<file path="src/rtl/reward_table_engine.sv">
// Neighbour-table reward engine: scans a DEPTH-entry table for the packet sender, updates or allocates the entry, and emits a saturating fixed-point reward.
// Optional best-next-hop tracking is built when REWARD_BEST_HOP_EN is defined.
`timescale 1ns/1ps

module reward_table_engine #(
    parameter int unsigned WORD_WIDTH = 16,
    parameter int unsigned FRAC = WORD_WIDTH - 1,
    parameter int unsigned DEPTH = 8,
    parameter logic [WORD_WIDTH-1:0] HOP_PENALTY = WORD_WIDTH'(16'h0100)
) (
    input  logic                          clock,
    input  logic                          nrst,
    input  logic                          en,
    input  logic [WORD_WIDTH-1:0]         fsourceID,
    input  logic [WORD_WIDTH-1:0]         fbatteryStat,
    input  logic [WORD_WIDTH-1:0]         fValue,
    input  logic [WORD_WIDTH-1:0]         fclusterID,
    input  logic [WORD_WIDTH-1:0]         fdestinationID,
    input  logic [WORD_WIDTH-1:0]         my_cluster_id,
    output logic                          busy,
    output logic [WORD_WIDTH-1:0]         reward_out,
    output logic                          done_reward,
    output logic                          hit,
    output logic [$clog2(DEPTH+1)-1:0]    table_count,
    output logic [WORD_WIDTH-1:0]         best_id,
    output logic [WORD_WIDTH-1:0]         best_reward
);

    localparam int unsigned IW = $clog2(DEPTH);
    localparam int unsigned CW = $clog2(DEPTH + 1);
    localparam int unsigned PW = 2 * WORD_WIDTH;

    typedef enum logic [1:0] {IDLE, SCAN, UPDATE, DONE} state_t;

    typedef struct packed {
        logic [WORD_WIDTH-1:0] id;
        logic [WORD_WIDTH-1:0] batt;
        logic [WORD_WIDTH-1:0] qval;
        logic [WORD_WIDTH-1:0] dest;
    } entry_t;

    state_t state_q, state_d;
    logic   busy_d, done_d;

    entry_t             tab [DEPTH];
    logic [DEPTH-1:0]   valid_q;

    logic [WORD_WIDTH-1:0] src_q, batt_q, val_q, cl_q, dest_q;
    logic [IW-1:0]         idx_q, match_idx_q, rep_q;
    logic                  match_q;
    logic [CW-1:0]         count_q;

    logic                  accept_c, last_scan_c, compare_c, full_c;
    logic [IW-1:0]         widx_c;
    logic [PW-1:0]         prod_c, p_full_c;
    logic [WORD_WIDTH-1:0] p_sat_c, reward_c;

    // FSM state register
    always_ff @(posedge clock or negedge nrst) begin
        if (!nrst) begin
            state_q     <= IDLE;
            busy        <= 1'b0;
            done_reward <= 1'b0;
        end else begin
            state_q     <= state_d;
            busy        <= busy_d;
            done_reward <= done_d;
        end
    end

    // Next state plus next values of the registered busy/done flags
    always_comb begin
        state_d = state_q;
        busy_d  = 1'b1;
        done_d  = 1'b0;
        case (state_q)
            IDLE: begin
                busy_d = en;
                if (en) state_d = SCAN;
            end
            SCAN: begin
                if (last_scan_c) state_d = UPDATE;
            end
            UPDATE: begin
                state_d = DONE;
                done_d  = 1'b1;
            end
            DONE: begin
                state_d = IDLE;
                busy_d  = 1'b0;
            end
            default: begin
                state_d = IDLE;
                busy_d  = 1'b0;
            end
        endcase
    end

    // Scan compare, write-slot selection and reward arithmetic
    always_comb begin
        accept_c    = (state_q == IDLE) && en;
        last_scan_c = (idx_q == IW'(DEPTH - 1));
        compare_c   = valid_q[idx_q] && (tab[idx_q].id == src_q);
        full_c      = (count_q == CW'(DEPTH));
        if (match_q)     widx_c = match_idx_q;
        else if (full_c) widx_c = rep_q;
        else             widx_c = IW'(count_q);

        prod_c   = PW'(batt_q) * PW'(val_q);
        p_full_c = prod_c >> FRAC;
        p_sat_c  = (|p_full_c[PW-1:WORD_WIDTH]) ? '1 : p_full_c[WORD_WIDTH-1:0];
        if (cl_q == my_cluster_id)     reward_c = p_sat_c;
        else if (p_sat_c > HOP_PENALTY) reward_c = p_sat_c - HOP_PENALTY;
        else                            reward_c = '0;
    end

    // Packet latch, scan bookkeeping and table maintenance
    always_ff @(posedge clock or negedge nrst) begin
        if (!nrst) begin
            for (int i = 0; i < DEPTH; i++) tab[i] <= '0;
            valid_q     <= '0;
            src_q       <= '0;
            batt_q      <= '0;
            val_q       <= '0;
            cl_q        <= '0;
            dest_q      <= '0;
            idx_q       <= '0;
            match_idx_q <= '0;
            match_q     <= 1'b0;
            rep_q       <= '0;
            count_q     <= '0;
            reward_out  <= '0;
            hit         <= 1'b0;
        end else begin
            if (accept_c) begin
                src_q       <= fsourceID;
                batt_q      <= fbatteryStat;
                val_q       <= fValue;
                cl_q        <= fclusterID;
                dest_q      <= fdestinationID;
                idx_q       <= '0;
                match_q     <= 1'b0;
                match_idx_q <= '0;
            end
            if (state_q == SCAN) begin
                idx_q <= last_scan_c ? '0 : idx_q + IW'(1);
                if (compare_c) begin
                    match_q     <= 1'b1;
                    match_idx_q <= idx_q;
                end
            end
            if (state_q == UPDATE) begin
                tab[widx_c]     <= '{id: src_q, batt: batt_q, qval: val_q, dest: dest_q};
                valid_q[widx_c] <= 1'b1;
                reward_out      <= reward_c;
                hit             <= match_q;
                if (!match_q) begin
                    if (!full_c) count_q <= count_q + CW'(1);
                    else         rep_q   <= (rep_q == IW'(DEPTH - 1)) ? '0 : rep_q + IW'(1);
                end
            end
        end
    end

    assign table_count = count_q;

`ifdef REWARD_BEST_HOP_EN
    logic                  evict_best_c;
    logic [WORD_WIDTH-1:0] cur_best_c;
    logic [WORD_WIDTH-1:0] best_id_q, best_reward_q;

    // An evicted best hop no longer counts, so the new entry competes against zero
    always_comb begin
        evict_best_c = !match_q && full_c && valid_q[rep_q] && (tab[rep_q].id == best_id_q);
        cur_best_c   = evict_best_c ? '0 : best_reward_q;
    end

    always_ff @(posedge clock or negedge nrst) begin
        if (!nrst) begin
            best_id_q     <= '0;
            best_reward_q <= '0;
        end else if (state_q == UPDATE) begin
            if ((reward_c > cur_best_c) || (src_q == best_id_q)) begin
                best_id_q     <= src_q;
                best_reward_q <= reward_c;
            end else if (evict_best_c) begin
                best_reward_q <= '0;
            end
        end
    end

    assign best_id     = best_id_q;
    assign best_reward = best_reward_q;
`else
    assign best_id     = '0;
    assign best_reward = '0;
`endif

endmodule

</file>
<file path="config.mk">
export PLATFORM = sky130hd
export DESIGN_NAME = reward_table_engine
export DESIGN_NICKNAME = d
export VERILOG_FILES = /design/src/rtl/reward_table_engine.sv
export SDC_FILE = /design/constraint.sdc
export NUM_CORES = 1
export LEC_CHECK = 0
export ABC_CLOCK_PERIOD_IN_PS = 16200
export BUFFER_PORTS_ARGS = -buffer_cell sky130_fd_sc_hd__buf_2
export CORE_AREA = 2 2 176 178
export DETAILED_ROUTE_END_ITERATION = 12
export DIE_AREA = 0 0 178 180
export PLACE_DENSITY = 0.95
export SETUP_SLACK_MARGIN = 0.4
export SYNTH_ARGS = -nofsm -noshare
export SYNTH_HDL_FRONTEND = slang
export SYNTH_SLANG_ARGS = --single-unit
</file>
<file path="constraint.sdc">
create_clock -name clock -period 16.2 [get_ports clock]
set_input_delay 3.24 -clock clock [delete_from_list [all_inputs] [get_ports clock]]
set_output_delay 3.24 -clock clock [all_outputs]
set_load 0.02 [all_outputs]
</file>
Word level (Yosys, flattened, before mapping)
Index checks and enable logic that the tools add are counted.

operators by class
  bitwise logic cells = 5
  add/subtract/negate cells = 4
  reduce and logical (&&, ||, !) cells = 9
  equality and inequality tests = 10
  multiply operators = 1
  magnitude comparators = 7
  muxes and demuxes = 30

operator list
  kind                                                                    count
  512-bit bitwise mux                                                     1
  64-bit binary-select mux with 3-bit select                              1
  64-bit demux with 3-bit select                                          1
  64-bit two-way mux                                                      3
  16-bit two-way mux                                                      3
  16-bit equality test                                                    2
  16-bit by 16-bit multiplier with 32-bit output                          1
  3-bit two-way mux                                                       9
  16-bit by 9-bit > comparator with 1-bit output (second input constant)  1
  16-bit by 9-bit subtractor with 16-bit output (second input constant)   1
  4-bit >= comparator (second input constant)                             2
  3-bit by 4-bit < comparator with 1-bit output (second input constant)   2
  3-bit NOT with 4-bit output                                             2
  8-bit bitwise OR                                                        1
  2-bit case mux with 4 select lines                                      1
  3-bit by 1-bit adder with 3-bit output (second input constant)          2
  3-bit equality test (second input constant)                             2
  1-bit two-way mux                                                       6
  3-bit AND reduction                                                     2
  4-bit by 1-bit adder with 4-bit output (second input constant)          1
  2-bit equality test (second input constant)                             2
  4-bit equality test (second input constant)                             1
  1-bit logical AND                                                       4
  4-bit by 1-bit < comparator with 1-bit output (second input constant)   1
  11 further kinds                                                        14

storage, ports and cells
  output and inout port bits = 55
  input bits = 99
  logic and storage cells = 114
  register bits after elaboration = 635

Longest topological paths before layout
  depth in word-level cells = 9
  depth in mapped cells = 30
  gate-level depth less buffers = 28

Worst setup path before layout
No wires, ideal clock.

  path type = register to register
  start point = register val_q[9]
  end point = register reward_out[14]
  buffers on the path = 3
  clock period less this slack = 7293 ps
  cell stages (with the launch flop) = 29
  library setup time = 142 ps
  setup slack = 8907 ps
  required time = 16058 ps
  data arrival time = 7151 ps
  path through = dfrtp_1 -> clkbuf_1 -> clkbuf_1 -> nand2_1 -> fa_1 -> inv_1 -> fa_1 -> fa_1 -> fa_1 -> fa_1 -> inv_1 -> fa_1 -> inv_1 -> ha_1 -> buf_2 -> a21oi_1 -> o21ai_0 -> a211o_1 -> a221o_1 -> or3_1 -> nand2_1 -> nor2_2 -> inv_2 -> ha_1 -> inv_1 -> a2111oi_0 -> a41oi_2 -> nor4_4 -> a211oi_1

on the way
  cells in the longest elaborated chain, start to end = 5
  elaborated cells on any way between the ends = 6
  those cells by class = add/sub (1); mul (1); order compare (1); mux (3)

ends and longest elaborated chain
  item                                                                                                             RTL line  source
  start: declaration                                                                                               48        logic [WORD_WIDTH-1:0] src_q, batt_q, val_q, cl_q, dest_q;
  start signal: assignment                                                                                         138       val_q <= fValue;
  16-bit by 16-bit multiplier with 32-bit output *                                                                 109       prod_c = PW'(batt_q) * PW'(val_q);
  16-bit two-way mux *                                                                                             111       p_sat_c = (|p_full_c[PW-1:WORD_WIDTH]) ? '1 : p_full_c[WORD_WIDTH-1:0];
  16-bit by 9-bit subtractor with 16-bit output or 16-bit by 9-bit > comparator with 1-bit output (tied branches)  113       else if (p_sat_c > HOP_PENALTY) reward_c = p_sat_c - HOP_PENALTY;
  16-bit two-way mux                                                                                               113
  16-bit two-way mux *                                                                                             112       if (cl_q == my_cluster_id) reward_c = p_sat_c;
  end signal: assignment                                                                                           155       reward_out <= reward_c;
  end: declaration                                                                                                 21        output logic [WORD_WIDTH-1:0] reward_out,

Mark *: on every way between the ends. The rest lies on a longest branch, timed or not.
A chain may end at the register's enable or synchronous reset.

Worst setup path after layout
  start point = register val_q[7]
  end point = register reward_out[9]

Same word-level chain as after synthesis.

==> PnR_summary.wiki <==
{| class="wikitable"
! Metric !! Value
|-
| Wire length of the first global-routing pass || 78.0 mm
|-
| Initial DRC count || 1113
|-
| Commonest cells after routing, fill and taps aside || sky130_fd_sc_hd__dfrtp_1 (234), sky130_fd_sc_hd__inv_1 (229), sky130_fd_sc_hd__mux2_2 (201)
|-
| Hold path cells || 1
|-
| Worst min-delay path category || flop to flop
|-
| Register-to-Register Path Depth || 25
|-
| Nets || 2235
|-
| Synth async-reset ratio || 100%
|-
| Slew margin rel. || 23.5%
|-
| Final estimated routing congestion in global placement || 0.915
|-
| Number of antenna repair diodes || 0
|-
| Number of global-route vias before repair || 15.4k
|-
| Slowest library cell on the worst path || sky130_fd_sc_hd__dfrtp_1
|-
| Combinational family with the most area after synthesis || adder cells
|-
| Post-synthesis mux area share || 16.6%
|-
| Post-DR wirelength/cell || 21.3 um
|-
| Data arrival time of the worst path || 8710 ps
|-
| Levels on crit path || 25
|-
| Final setup fails || 0
|-
| Number of fill cells in the layout || 1950
|-
| CTS buffer count || 25
|-
| Area of the core || 30200 um^2
|-
| Most common library cell in the layout ignoring fill and taps || sky130_fd_sc_hd__dfrtp_1
|-
| Number of antenna violations at the first check in global routing || 0
|-
| Die Y-Extent || 180 um
|-
| Worst setup timing slack at the placement stage || 8020 ps
|-
| Largest fanout on the critical path || 17
|-
| Max frequency || 120 MHz
|-
| Post-synthesis simple-gate area fraction || 11.0%
|-
| DP Area || 20100 um^2
|-
| Crit path top cell by count || sky130_fd_sc_hd__fa_1
|-
| Category of cells accounting for the largest share of critical-path delay || adder cells
|-
| Syn_area_per_cell || 10.9 um^2
|-
| Area growth, synth to finish || 7.92%
|-
| Crit Path Category || flop to flop
|-
| Clock sink count || 235
|-
| Via total after detailed routing || 13.8k
|-
| HP Start || valid_q[3]
|-
| Layout Cell Area excl Fill || 20900 um^2
|-
| Total overflow reported by the global router || 0
|-
| Post-synthesis sequential area ratio || 30.3%
|-
| Initial core utilization || 64.3%
|-
| Number of instances resized during post-cts repair || 0
|-
| Final sum of negative setup slack || 0 ps
|-
| Final hold violation count || 0
|-
| Overall die area || 32000 um^2
|-
| Detailed Routing Iterations Pass 1 || 5
|-
| Later-pin clock latency in the skew report || 560 ps
|-
| CTS clock-pin slew for the worst setup and hold paths || 70 ps
|-
| Status || completed
|-
| Clock period minus worst slack || 8310 ps
|-
| Final Max Tran Viols || 0
|-
| Worst Hold Slack || 483 ps
|-
| Remaining routing DRC violations || 0
|-
| Fraction of the mapped netlist area in compound gates || 5.08%
|-
| Number of distinct library cells after synthesis || 67
|-
| Crit path buffers/inverters || 5
|-
| DIE WIDTH || 178 um
|-
| Worst-Margin Slew || 1140 ps
|-
| Overall fraction of global-route tracks in use || 31.0%
|-
| Detail-routed via count per cell || 6.16
|-
| Register bit count reported by yosys || 235
|-
| Count of port buffers added during placement || 105
|-
| Synth warn || 0
|-
| Residual antenna-violating net count after detailed routing || 0
|-
| Number of max-cap violations || 0
|-
| Worst Skew || 29.5 ps
|-
| Startpoint Class || flop
|-
| Arithmetic-cell share of the synthesized area counting full adders, half adders and majority gates || 27.2%
|-
| Setup slack of the critical path after layout || 7890 ps
|-
| Crit end category || flop
|-
| Post-DP HPWL || 32.9 mm
|-
| Hold buffers post-CTS || 0
|-
| Number of top-level design ports || 154
|-
| Synthesized-area fraction occupied by xor and xnor cells || 2.30%
|-
| Start point of the critical path || val_q[7]
|-
| Num rows || 64
|-
| CP required || 16600 ps
|-
| Fraction of layout instances using a drive strength above 1 || 22.2%
|-
| Maximum number of pins on one net before global-route repair || 85
|-
| Max clock buf depth || 3
|-
| Total wire length after detailed routing || 47.7 mm
|-
| Maximum cell stage delay along the critical path || 850 ps
|-
| Crit share post-route || 51.3%
|-
| Synthesized instance count || 1778
|-
| Total standard cell area after synthesis || 19400 um^2
|-
| Clk root buf || sky130_fd_sc_hd__clkbuf_16
|-
| Setup repair after global routing missed its margin || no
|-
| CTS tree || built
|-
| Post-CTS setup buffers || 0
|-
| Reg-to-reg critical path startpoint || val_q[7]
|-
| Number of synthesized flops with an enable pin || 0
|-
| Top flip-flop cell by instance count after synthesis || sky130_fd_sc_hd__dfrtp_1
|-
| Level count of the clock H-tree || 1
|}
path summary, 6_finish.rpt:
path                                      end  slack (ps)
worst max-delay path            reward_out[9]        7890
worst min-delay path               valid_q[3]         480
worst max register to register  reward_out[9]        7890
worst min register to register     valid_q[3]         480
max in group asynchronous            idx_q[0]       12030
min in group asynchronous            tab[241]        2650
routing by layer:
metal / part of all wire [%] / up-vias / wire length (um) / track usage [%]
met5: 0 / - / 0 / 0
met4: 5.0 / 0 / 2390 / 16.2
met3: 6.3 / 205 / 3000 / 5.29
met2: 53 / 675 / 25200 / 54.5
met1: 36 / 7071 / 17100 / 36.3
li1: - / 5864 / - / -
through the flow:
stage               utilization (%)  instances
floorplan                         -       1809
global placement               66.5       2199
detailed placement             66.5       2199
CTS                            69.3       2244
global route                   69.3       2244
finish                         69.3       2244
final cells by class:
cell class	count	area (um^2)	share of cell area [%]
Inverter	230	863	4.12
Multi-Input combinational cell	1223	12200	58.4
Tap cell	396	495	2.37
Clock buffer	34	689	3.29
Timing Repair Buffer	115	611	2.92
Clock inverter	11	178	0.849
Sequential cell	235	5880	28.1
sequential cells by signal, indices dropped and copies added (netlist names):
signal       count
idx_q            3
table_count      4
tab            128
hit              1
src_q           16
valid_q          8
state_q          2
match_q          1
rep_q            3
val_q           16
cl_q            16
busy             1
done_reward      1
batt_q          16
reward_out      16
match_idx_q      3
logic make-up after synthesis:
| logic type | after synthesis |
|---|---|
| buffers and inverters | 351 |
| adder cells (fa/ha/maj) | 306 |
| XOR/XNOR | 51 |
| flip-flops | 235 |
| other | 1 |
| multiplexers | 254 |
| AO/OA/AOI/OAI | 149 |
| AND/OR/NAND/NOR | 431 |
Yosys cell counts, types with 2 or more instances:
cell type	number	area share (%)
sky130_fd_sc_hd__nor4_1	9	0.29
sky130_fd_sc_hd__a211oi_1	14	0.54
sky130_fd_sc_hd__and4_1	5	0.23
sky130_fd_sc_hd__nor2_1	36	0.70
sky130_fd_sc_hd__or3_1	5	0.16
sky130_fd_sc_hd__a211o_1	3	0.14
sky130_fd_sc_hd__and3_1	5	0.16
sky130_fd_sc_hd__a21oi_1	37	0.95
sky130_fd_sc_hd__nand4_1	15	0.48
sky130_fd_sc_hd__nand3_1	9	0.23
sky130_fd_sc_hd__buf_2	5	0.13
sky130_fd_sc_hd__o31ai_1	5	0.19
sky130_fd_sc_hd__buf_1	15	0.29
sky130_fd_sc_hd__fa_1	193	20
sky130_fd_sc_hd__nand2b_1	6	0.19
sky130_fd_sc_hd__ha_1	113	7.3
sky130_fd_sc_hd__o211a_1	2	0.10
sky130_fd_sc_hd__a21boi_0	2	0.077
sky130_fd_sc_hd__a31oi_1	3	0.097
sky130_fd_sc_hd__a21o_1	10	0.39
sky130_fd_sc_hd__buf_4	33	1.3
sky130_fd_sc_hd__o21ai_1	3	0.077
sky130_fd_sc_hd__mux2i_1	19	0.98
sky130_fd_sc_hd__clkbuf_1	68	1.3
sky130_fd_sc_hd__o21ai_0	37	0.95
sky130_fd_sc_hd__nor2b_1	6	0.19
sky130_fd_sc_hd__and2_1	117	3.8
sky130_fd_sc_hd__nor3_1	8	0.21
sky130_fd_sc_hd__o21a_1	8	0.31
sky130_fd_sc_hd__inv_1	229	4.4
sky130_fd_sc_hd__dfrtp_1	235	30
sky130_fd_sc_hd__mux4_2	34	3.9
sky130_fd_sc_hd__o21bai_1	2	0.077
sky130_fd_sc_hd__o211ai_1	5	0.19
sky130_fd_sc_hd__or2_2	7	0.23
sky130_fd_sc_hd__mux2_2	201	12
sky130_fd_sc_hd__xor2_1	37	1.7
sky130_fd_sc_hd__xnor2_1	14	0.63
sky130_fd_sc_hd__nand2_1	195	3.8
Power is not shown: default switching activity piles up to over one toggle a cycle in this logic, so the estimate is an artifact.
